[src/rtl/tpdf_dither.sv]
// Multichannel TPDF dither and word-length reducer. It drives an external per-channel
// randomizer, adds two signed draws to each sample, then rounds and saturates it.
`timescale 1ns/1ps
module tpdf_dither #(
  parameter int          NR_CHANNELS  = 2,
  parameter int          INPUT_WIDTH  = 24,
  parameter int          OUTPUT_WIDTH = 16,
  parameter int          RNDM_WIDTH   = 32,
  parameter logic [31:0] SEED         = 32'hACE12468,
  localparam int         CH_W         = (NR_CHANNELS > 1) ? $clog2(NR_CHANNELS) : 1
) (
  input  logic                    clk,
  input  logic                    rst_n,
  input  logic                    dither_enable,
  input  logic [INPUT_WIDTH-1:0]  s_dither_d,
  input  logic [CH_W-1:0]         s_dither_ch,
  input  logic                    s_dither_dv,
  output logic                    s_dither_dr,
  output logic [OUTPUT_WIDTH-1:0] m_dither_d,
  output logic [CH_W-1:0]         m_dither_ch,
  output logic                    m_dither_dv,
  input  logic                    m_dither_dr,
  output logic [CH_W-1:0]         rndm_ch,
  output logic [RNDM_WIDTH-1:0]   rndm_seed,
  output logic                    rndm_init,
  input  logic [RNDM_WIDTH-1:0]   rndm_out,
  output logic                    rndm_ready
);

  localparam int D  = INPUT_WIDTH - OUTPUT_WIDTH;
  localparam int SW = INPUT_WIDTH + 2;
  localparam logic [RNDM_WIDTH-1:0] SEED_R = RNDM_WIDTH'(SEED);
  localparam logic [CH_W:0]         NR_C   = (CH_W+1)'(NR_CHANNELS);
  localparam logic signed [SW-1:0]  HALF   = SW'(64'sd1 <<< (D-1));
  localparam logic signed [SW-1:0]  MAX_S  = SW'((64'sd1 <<< (OUTPUT_WIDTH-1)) - 64'sd1);
  localparam logic signed [SW-1:0]  MIN_S  = ~MAX_S;

  typedef enum logic [2:0] {
    ST_SEED, ST_IDLE, ST_RND1, ST_RND2, ST_RND3, ST_SUM, ST_OUT
  } state_t;

  state_t                  state_q, state_d;
  logic [CH_W:0]           cnt_q, cnt_d;
  logic [INPUT_WIDTH-1:0]  x_q, x_d;
  logic [CH_W-1:0]         ch_q, ch_d;
  logic [D-1:0]            r1_q, r1_d, r2_q, r2_d;
  logic                    s_dr_q, s_dr_d;
  logic [OUTPUT_WIDTH-1:0] m_d_q, m_d_d;
  logic [CH_W-1:0]         m_ch_q, m_ch_d;
  logic                    m_dv_q, m_dv_d;
  logic [CH_W-1:0]         rndm_ch_q, rndm_ch_d;
  logic [RNDM_WIDTH-1:0]   rndm_seed_q, rndm_seed_d;
  logic                    rndm_init_q, rndm_init_d;
  logic                    rndm_ready_q, rndm_ready_d;

  logic signed [SW-1:0]    sum_s, shr_s;
  logic [OUTPUT_WIDTH-1:0] sat_y;
  logic [D-1:0]            rnd_top;
  logic                    in_range;
  logic                    rndm_unused;

  // Only the top D randomizer bits feed the dither; the rest are deliberately ignored.
  assign rnd_top     = rndm_out[RNDM_WIDTH-1 -: D];
  assign rndm_unused = ^rndm_out;
  assign in_range    = {1'b0, s_dither_ch} < NR_C;

  always_comb begin
    sum_s = SW'($signed(x_q)) + SW'($signed(r1_q)) + SW'($signed(r2_q)) + HALF;
    shr_s = sum_s >>> D;
    if (shr_s > MAX_S)      sat_y = MAX_S[OUTPUT_WIDTH-1:0];
    else if (shr_s < MIN_S) sat_y = MIN_S[OUTPUT_WIDTH-1:0];
    else                    sat_y = shr_s[OUTPUT_WIDTH-1:0];
  end

  // Both streams: a beat transfers on a rising edge where valid and ready are both high;
  // the producer keeps valid and data stable until that edge. All outputs are registered.
  always_comb begin
    state_d      = state_q;
    cnt_d        = cnt_q;
    x_d          = x_q;
    ch_d         = ch_q;
    r1_d         = r1_q;
    r2_d         = r2_q;
    s_dr_d       = s_dr_q;
    m_d_d        = m_d_q;
    m_ch_d       = m_ch_q;
    m_dv_d       = m_dv_q;
    rndm_ch_d    = rndm_ch_q;
    rndm_seed_d  = rndm_seed_q;
    rndm_init_d  = 1'b0;
    rndm_ready_d = 1'b0;
    case (state_q)
      ST_SEED: begin
        if (cnt_q == NR_C) begin
          state_d = ST_IDLE;
          s_dr_d  = 1'b1;
        end else begin
          rndm_init_d = 1'b1;
          rndm_ch_d   = cnt_q[CH_W-1:0];
          rndm_seed_d = SEED_R + RNDM_WIDTH'(cnt_q);
          cnt_d       = cnt_q + (CH_W+1)'(1);
        end
      end
      ST_IDLE: begin
        if (s_dither_dv && s_dr_q) begin
          s_dr_d = 1'b0;
          x_d    = s_dither_d;
          ch_d   = s_dither_ch;
          if (dither_enable && in_range) begin
            state_d      = ST_RND1;
            rndm_ready_d = 1'b1;
            rndm_ch_d    = s_dither_ch;
          end else begin
            r1_d    = '0;
            r2_d    = '0;
            state_d = ST_SUM;
          end
        end
      end
      ST_RND1: begin
        rndm_ready_d = 1'b1;
        state_d      = ST_RND2;
      end
      // Each draw appears on rndm_out one cycle after its request cycle.
      ST_RND2: begin
        r1_d    = rnd_top;
        state_d = ST_RND3;
      end
      ST_RND3: begin
        r2_d    = rnd_top;
        state_d = ST_SUM;
      end
      ST_SUM: begin
        m_d_d   = sat_y;
        m_ch_d  = ch_q;
        m_dv_d  = 1'b1;
        state_d = ST_OUT;
      end
      ST_OUT: begin
        if (m_dither_dr) begin
          m_dv_d  = 1'b0;
          s_dr_d  = 1'b1;
          state_d = ST_IDLE;
        end
      end
      default: state_d = ST_SEED;
    endcase
  end

  always_ff @(posedge clk or negedge rst_n) begin
    if (!rst_n) begin
      state_q      <= ST_SEED;
      cnt_q        <= '0;
      x_q          <= '0;
      ch_q         <= '0;
      r1_q         <= '0;
      r2_q         <= '0;
      s_dr_q       <= 1'b0;
      m_d_q        <= '0;
      m_ch_q       <= '0;
      m_dv_q       <= 1'b0;
      rndm_ch_q    <= '0;
      rndm_seed_q  <= '0;
      rndm_init_q  <= 1'b0;
      rndm_ready_q <= 1'b0;
    end else begin
      state_q      <= state_d;
      cnt_q        <= cnt_d;
      x_q          <= x_d;
      ch_q         <= ch_d;
      r1_q         <= r1_d;
      r2_q         <= r2_d;
      s_dr_q       <= s_dr_d;
      m_d_q        <= m_d_d;
      m_ch_q       <= m_ch_d;
      m_dv_q       <= m_dv_d;
      rndm_ch_q    <= rndm_ch_d;
      rndm_seed_q  <= rndm_seed_d;
      rndm_init_q  <= rndm_init_d;
      rndm_ready_q <= rndm_ready_d;
    end
  end

  assign s_dither_dr = s_dr_q;
  assign m_dither_d  = m_d_q;
  assign m_dither_ch = m_ch_q;
  assign m_dither_dv = m_dv_q;
  assign rndm_ch     = rndm_ch_q;
  assign rndm_seed   = rndm_seed_q;
  assign rndm_init   = rndm_init_q;
  assign rndm_ready  = rndm_ready_q;

endmodule

[config.mk]
export PLATFORM = sky130hd
export DESIGN_NAME = tpdf_dither
export DESIGN_NICKNAME = d
export VERILOG_FILES = /design/src/rtl/tpdf_dither.sv
export SDC_FILE = /design/constraint.sdc
export NUM_CORES = 1
export LEC_CHECK = 0
export CAP_MARGIN = 20
export CORE_MARGIN = 3
export CORE_UTILIZATION = 25
export CTS_CLUSTER_DIAMETER = 80
export DETAILED_ROUTE_END_ITERATION = 16
export SLEW_MARGIN = 15
export SYNTH_ARGS = -nofsm -noshare
export SYNTH_HDL_FRONTEND = slang
export SYNTH_SLANG_ARGS = --single-unit
[constraint.sdc]
create_clock -name clk -period 3.9 [get_ports clk]
set_input_delay 1.17 -clock clk [delete_from_list [all_inputs] [get_ports clk]]
set_output_delay 1.17 -clock clk [all_outputs]
set_load 0.02 [all_outputs]
==> results of run 1 <==
[placed cells by master, fill, tap and decap left out, types with 11 or more instances in the layout]
cell / Yosys / routed
a221o_1: 15 / 15
o21ai_0: 27 / 27
a22o_1: 17 / 17
a21o_1: 11 / 11
ha_1: 47 / 44
nand2_1: 44 / 44
conb_1: 1 / 17
dfrtp_1: 71 / 69
clkdlybuf4s50_1: 0 / 73
xnor2_1: 13 / 12
buf_4: 32 / 16
fa_1: 23 / 23
a21oi_1: 17 / 15
inv_1: 60 / 58
nor2_1: 17 / 17
[cell families (layout without fill, tap and decap cells)]
logic type / Yosys count / count (layout) / share of synthesized area
multiplexers: 11 / 11 / 0.0243
buffers and inverters: 110 / 168 / 0.114
XOR/XNOR: 17 / 17 / 0.0296
adder cells (fa/ha/maj): 70 / 70 / 0.208
flip-flops: 71 / 71 / 0.353
AND/OR/NAND/NOR: 95 / 95 / 0.0889
other: 1 / 17 / 0.000745
AO/OA/AOI/OAI: 121 / 123 / 0.182
[synthesized netlist by cell type, drive strengths merged, types with 2 or more instances]
cell and count:
dfrtp 71, inv 60, ha 47, nand2 44
buf 39, o21ai 32, fa 23, a21oi 21
a22o 18, nor2 17, a221o 15, xnor2 13
a21o 11, clkbuf 11, mux2 10, nor2b 7
nand4 6, nand3 5, o21a 4, xor2 4
a211oi 3, a31oi 3, and2 3, and3 3
o211ai 3, a311oi 2, a31o 2, nand2b 2
nand3b 2, nor3 2, o21bai 2, or2 2
[final cells by class]
cell class                 instances  area, sq um  area share
sequential                        71         1780       0.280
inverter                          60          233      0.0366
multi-input combinational        333         2840       0.446
timing repair inverter             1         7.51     0.00118
clock buffer                      11          233      0.0366
tap                              265          332      0.0522
timing repair buffer              91          876       0.138
clock inverter                     5         58.8     0.00926
[final timing paths]
| path | from | end | slack, ns | depth (start not counted) |
|---|---|---|---|---|
| worst max register to register | r1_q[7] | m_dither_d[11] | 0.15 | 15 |
| min in group asynchronous | rst_n | m_dither_d[14] | 0.81 | 1 |
| max in group asynchronous | rst_n | r2_q[7] | 2.22 | 2 |
| worst min register to register | m_dither_ch | m_dither_ch | 0.47 | 2 |
| worst min-delay path | m_dither_ch | m_dither_ch | 0.47 | 2 |
| worst max-delay path | r1_q[7] | m_dither_d[11] | 0.15 | 15 |
[what timing repair did]
| action | CTS | global route |
|---|---|---|
| buffers inserted | 0 | 8 |
| resized for setup | 0 | 14 |
| setup endpoints to repair | 0 | 15 |
| hold buffers | 0 | 0 |
[routing by layer]
layer / wire, microns / share of wire / track usage
met5: 0 / 0 / 0
met3: 751 / 0.065 / 0.0325
met2: 5370 / 0.46 / 0.162
met1: 5250 / 0.45 / 0.135
met4: 206 / 0.018 / 0.0374
[worst max-delay path, cell delays in order (launching register included)]
cell        delay, ns
dfrtp_2          0.38
clkinvlp_4       0.12
buf_12           0.16
fa_1             0.50
inv_1            0.04
ha_1             0.29
ha_1             0.36
a41o_1           0.24
a21oi_2          0.15
o21ai_2          0.09
a21o_1           0.23
a31oi_2          0.24
a311oi_4         0.07
buf_4            0.17
a22o_4           0.26
a221o_1          0.30
[registers in the layout, indices dropped and copies added (netlist names), 2 cells and up]
| signal | count |
|---|---|
| m_dither_d | 16 |
| state_q | 3 |
| rndm_seed | 3 |
| x_q | 24 |
| r2_q | 8 |
| r1_q | 8 |
| cnt_q | 2 |
[metrics by stage]
stage | cells | TNS [ns] | hold WS (ns)
final | 837 | 0 | 0.473
after global routing | 837 | -0.00224 | 0.510
after global placement | 810 | 0 | 0.459
after floorplan | 512 | 0 | 0.435
after detailed placement | 810 | 0 | 0.467
after CTS | 826 | 0 | 0.480
==> reports/qor.txt, run 1 <==
Yosys cell types: 57
synth top area cells: dfrtp_1 (35%), ha_1 (12%), fa_1 (9.1%), buf_4 (4.8%), inv_1 (4.5%)
Finished Cell Area: 0.00635 sq mm
fin. max-slew vios: 0
final number of hold-violating endpoints: 0
largest net degree at the start of global routing: 34
startpoint types: flip-flop
Vias/cell: 4.36
TritonCTS buffer count: 9
clock root buffer: clkbuf_16
CTS sink count: 71
f_max: 0.267 GHz
core area: 0.0197 sq mm
Die Footprint: 0.0219 sq mm
number of diodes: 0
cell taking the most area after synthesis: dfrtp_1
# IOs: 116
vias in the first global route: 3475
Worst Skew: 0.00839 ns
DR iter-0 viols: 149
CP Data Arrival Time: 3.96 ns
FILL cells: 2072
detailed placement HPWL: 8810 microns
status: finished clean
Synth top area share: 0.353
WL final: 11600 microns
Worst Setup End Kind: flip-flop
clk_lat worst skew: 0.34 ns
GRT Util Overall: 0.103
Routed wire per std cell: 13.8 microns
Worst Tran Pin Value: 0.713 ns
pre-CTS setup slack: 0.0278 ns
die extent in x: 148 microns
post-route ant nets: 0
number of flops mapped to enable cells by yosys: 0
synthesized cell area: 0.00504 sq mm
Post-Place Cell Area: 0.00589 sq mm
DR pass1 iterations: 4
CTS tree: done
Worst Hold Class: flip-flop to flip-flop
CTS Buffer Depth: 2
post-synthesis sequential area ratio: 0.353
fraction of registers with async set/reset: 1.00
initial antenna violation count: 0
final net count: 699
Remaining DRCs: 0
maxcap violations: 0
Finish-stage setup viols: 0
total gr overflow: 0
Worst Path Max Fanout: 10
Area Overhead vs Synth: 26.2%
Synth Flop Type: dfrtp_1
Die Y: 148 microns
FP Rows: 51
clock-pin slew on the worst setup and hold paths: 0.05 ns
syn avg cell area: 10.2 sq um
Initial Utilization: 0.256
Setup CP Type: flip-flop to flip-flop
relative slew slack: 0.524
minimum clock period after layout: 3.75 ns
Worst Path Required: 4.12 ns
PnR worst setup slack: 0.151 ns
Cells after Synth: 496
Port Buffers: 74
fin crit share: 0.961
H-Tree Depth: 3
GP Congestion: 0.850
first-pass GRT wire length: 17900 microns
layout cell share with drive strength beyond 1: 0.133
#FFs+latches synth: 71
Yosys warning total: 0
final core utilization: 0.323
total vias in the final route: 3653
Power of run 1 is not shown: default switching activity piles up to over one toggle a cycle in this logic, so the estimate is an artifact.
==> run 2: changes to the inputs <==
Settings changed: CORE_UTILIZATION 25 to 46, PLACE_DENSITY from default to 0.77.
==> run 2 against run 1 <==
Maximum frequency is 1.3% lower. Worst hold slack better by 0.013 ns. Highest routed layer unchanged. Global-route usage rose by 6.9 points. Cell area down 4.7%. Core utilization grew 26 points. Sequential cell count stayed put. Clock-buffer cell count down 1. Final cell count fell by 16%. Setup slack worse by 0.048 ns.
==> reports/qor.txt, run 2 (same netlist as run 1, synthesis figures left out) <==
fin crit share: 0.974
Cell Count, Final, Fillers Out: 700
first-pass GRT wire length: 17400 microns
H-Tree Depth: 3
DR iter-0 viols: 178
DR pass1 iterations: 4
FP Rows: 37
Worst Tran Pin Value: 0.822 ns
final number of hold-violating endpoints: 0
Worst Setup End Kind: flip-flop
# IOs: 116
final net count: 692
CP Data Arrival Time: 4.03 ns
Initial Utilization: 0.481
number of diodes: 0
f_max: 0.263 GHz
setup TNS: 0 ns
Largest Register: x_q
CTS sink count: 71
total gr overflow: 0
Worst Path Max Fanout: 11
CTS tree: done
core area: 0.0105 sq mm
R2R setup slack: 0.10 ns
Routed wire per std cell: 15.3 microns
relative slew slack: 0.452
most common cell after layout, fill and taps aside: clkdlybuf4s50_1
TritonCTS buffer count: 9
Hold Worst Slack: 0.486 ns
status: finished clean
Worst Hold Class: flip-flop to flip-flop
largest net degree at the start of global routing: 43
minimum clock period after layout: 3.80 ns
Die Y: 111 microns
GRT Util Overall: 0.172
Vias/cell: 5.29
max reg flops: 24
dpl cells: 681
Worst Path Required: 4.13 ns
detailed placement HPWL: 8040 microns
initial antenna violation count: 0
commonest non-fill, non-tap cells in the layout: clkdlybuf4s50_1 (73), dfrtp_1 (70), inv_1 (59)
clock root buffer: clkbuf_8
total vias in the final route: 3706
GP Congestion: 0.942
Area Overhead vs Synth: 20.2%
start of the worst register-to-register path: r1_q[7]
CTS Buffer Depth: 2
Port Buffers: 74
clk_lat worst skew: 0.36 ns
WL final: 10700 microns
fin. max-slew vios: 0
vias in the first global route: 3569
end of the worst register-to-register path: m_dither_d[6]
Die Footprint: 0.0122 sq mm
die extent in x: 111 microns
Worst Reg-to-Reg Cells: 14
Worst Skew: 0.0103 ns
Hold Path Origin: m_dither_ch
post-route ant nets: 0
maxcap violations: 0
hold-fix buffers at CTS: 0
Finish-stage setup viols: 0
Setup CP Type: flip-flop to flip-flop
Remaining DRCs: 0
layout cell share with drive strength beyond 1: 0.124
clock-pin slew on the worst setup and hold paths: 0.08 ns
Hold Path Stages: 2
startpoint types: flip-flop
Hold Path Sink: m_dither_ch
run 2: worst max-delay path, stage by stage (launching register included):
cell and delay, ns:
dfrtp_2 0.39, clkinvlp_4 0.09, buf_12 0.15, fa_1 0.49, inv_1 0.04, ha_1 0.29, ha_1 0.37, a41o_1 0.25
a21oi_2 0.17, o21ai_2 0.10, a211oi_2 0.32, o211ai_2 0.19, mux2i_2 0.23, a22o_4 0.28, a221o_1 0.30
run 2: cell type report:
cell class                 instances  area, sq um
fill                             906         4410
multi-input combinational        333         2860
sequential                        71         1780
timing repair buffer              85          843
inverter                          60          229
tap                              136          170
clock buffer                      10          128
clock inverter                     5         50.0
run 2: repair_timing:
item	4_1_cts	5_1_grt
gates resized for setup	0	15
setup endpoints to repair	5	15
buffers inserted	1	1
cloned	0	2
pin swaps	0	6
run 2: worst max-delay path by stage:
stage / start / endpoint / cells past startpoint
finish: r1_q[7] / m_dither_d[6] / 14
global route: r1_q[7] / m_dither_d[0] / 14
CTS: r1_q[7] / m_dither_d[6] / 14
detailed placement: r1_q[7] / m_dither_d[2] / 13
global placement: r1_q[7] / m_dither_d[2] / 13
floorplan: r1_q[7] / m_dither_d[14] / 14
run 2: stage by stage:
step / utilization / cell area, sq um / worst slack, ns
finish: 0.579 / 6050 / 0.103
global route: 0.579 / 6050 / -0.0350
CTS: 0.567 / 5940 / 0.177
detailed placement: 0.549 / 5740 / 0.0179
global placement: 0.549 / 5740 / 0.0394
floorplan: - / 5100 / 0.0455
run 2: routing by layer:
| metal | global-route usage | wire length [microns] |
|---|---|---|
| met1 | 0.232 | 4760 |
| met2 | 0.278 | 5380 |
| met3 | 0.0378 | 438 |
| met4 | 0.0534 | 131 |
| met5 | 0 | 0 |
Power of run 2 is left out for the same reason.
==> run 3: changes to the inputs <==
Settings changed: RECOVER_POWER from default to 100.
==> run 3 against run 2 <==
The run now ends with capacitance limit, slew limit left. Global-route usage is the same. Final cell count is the same. First-iteration DRC count shrank 12%. Setup slack gained 0.0085 ns. Routed wire length shrank 0.39%. Critical path depth is the same. Clock skew grew 0.0015 ns. Core utilization shrank 0.19 points. Maximum frequency grew 0.22%. Non-clock buffer count is the same. Cell area shrank 0.33%.
==> reports/qor.txt, run 3 (same netlist as run 1, synthesis figures left out) <==
Port Buffers: 74
max incr delay on CP: 0.49 ns
final number of hold-violating endpoints: 0
CTS Buffer Depth: 2
number of diodes: 0
Die Footprint: 0.0122 sq mm
post-route ant nets: 0
clk_lat worst skew: 0.36 ns
minimum clock period after layout: 3.79 ns
total gr overflow: 0
relative slew slack: -0.256
Remaining DRCs: 0
Worst Skew: 0.0117 ns
GP Congestion: 0.942
FILL cells: 909
H-Tree Depth: 3
worst-path cell chain: clkinvlp_4 > buf_12 > fa_1 > inv_1 > ha_1 > ha_1 > a41o_1 > a21oi_2 > o21ai_2 > a211oi_2 > o211ai_2 > mux2i_2 > a22o_4 > a221o_1
Initial Utilization: 0.481
commonest non-fill, non-tap cells in the layout: dfrtp_1 (70), inv_1 (59), nand2_1 (44)
vias in the first global route: 3569
layout cell share with drive strength beyond 1: 0.121
die extent in x: 111 microns
clock root buffer: clkbuf_8
DR pass1 iterations: 4
Worst Setup End Kind: flip-flop
CP Buf/Inv Count: 3
first-pass GRT wire length: 17400 microns
final net count: 692
Die Y: 111 microns
CTS tree: done
FP Rows: 37
GRT Util Overall: 0.172
f_max: 0.264 GHz
Routed wire per std cell: 15.2 microns
Finished Cell Area: 0.00603 sq mm
WL final: 10700 microns
Largest Register: x_q
Worst Hold Class: flip-flop to flip-flop
Crit-path slowest cell: fa_1
fin. max-slew vios: 80
Post-Place Cell Area: 0.00574 sq mm
total vias in the final route: 3696
Finish-stage setup viols: 0
Worst Tran Pin Value: 1.88 ns
Worst Path Max Fanout: 11
Setup CP Type: flip-flop to flip-flop
hold-fix buffers at CTS: 0
critical path's most frequent cell: ha_1
startpoint types: flip-flop
clock-pin slew on the worst setup and hold paths: 0.08 ns
most common cell after layout, fill and taps aside: dfrtp_1
status: complete, but fails checks
DR iter-0 viols: 157
TritonCTS buffer count: 9
CTS sink count: 71
fin crit share: 0.971
Area Overhead vs Synth: 19.8%
Vias/cell: 5.28
maxcap violations: 2
CP Data Arrival Time: 4.02 ns
largest net degree at the start of global routing: 43
failing checks: capacitance limit, slew limit
Worst Path Required: 4.14 ns
max reg flops: 24
CP top delay family: compound AO/OA/AOI/OAI gates
initial antenna violation count: 0
core area: 0.0105 sq mm
detailed placement HPWL: 8040 microns
# IOs: 116
[run 3: cell types whose count changed in the layout (fill, tap and decap cells not counted), sizes merged]
cell           change
buf                -3
clkbuf             +3
clkdlybuf4s50     -39
dlygate4sd3       +39
[run 3: routing by layer]
layer,global-route usage,vias to the layer above,wire [microns]
met5,0,-,0
met4,0.0534,0,141
li1,-,1795,-
met1,0.232,1802,4740
met2,0.278,86,5340
met3,0.0378,13,451
[run 3: worst reg2reg max path, cell delays in order, from the launching register on]
cell,delay (ns)
dfrtp_2,0.39
clkinvlp_4,0.09
buf_12,0.15
fa_1,0.50
inv_1,0.04
ha_1,0.29
ha_1,0.37
a41o_1,0.25
a21oi_2,0.17
o21ai_2,0.11
a211oi_2,0.31
o211ai_2,0.19
mux2i_2,0.23
a22o_4,0.28
a221o_1,0.30
[run 3: final timing paths]
kind                                 end  startpoint  cells after the start  slack (ns)
max                        m_dither_d[6]     r1_q[7]                     14        0.11
min                              rndm_ch     rndm_ch                      2        0.48
max reg2reg                m_dither_d[6]     r1_q[7]                     14        0.11
min reg2reg                      rndm_ch     rndm_ch                      2        0.48
max in group asynchronous        r1_q[7]       rst_n                      2        0.80
min in group asynchronous  m_dither_d[8]       rst_n                      1        1.31
[run 3: timing repair]
action,in CTS,in global routing
endpoints found under the setup margin,5,15
gates cloned,0,2
gates resized for setup,0,15
pin swaps,0,6
buffers inserted,1,1
[run 3: layout make-up]
cell class / instances / area, sq um / area share
multi-input cells: 333 / 2860 / 0.473
flip-flops and latches: 71 / 1780 / 0.295
repair buffers: 85 / 823 / 0.136
inverters: 60 / 229 / 0.0380
well taps: 136 / 170 / 0.0282
clock buffers: 10 / 128 / 0.0212
clock inverters: 5 / 50.0 / 0.00830
[run 3: per-stage QoR]
step | TNS, ns | setup slack, ns | utilization | instances | hold WS [ns]
after floorplan | 0 | 0.0455 | - | 512 | 0.435
after global placement | 0 | 0.0394 | 0.549 | 681 | 0.465
after detailed placement | 0 | 0.0179 | 0.549 | 681 | 0.476
after CTS | 0 | 0.177 | 0.567 | 697 | 0.495
after global routing | -0.231 | -0.0351 | 0.577 | 700 | 0.508
final | 0 | 0.112 | 0.577 | 700 | 0.481
Power of run 3 is left out for the same reason.
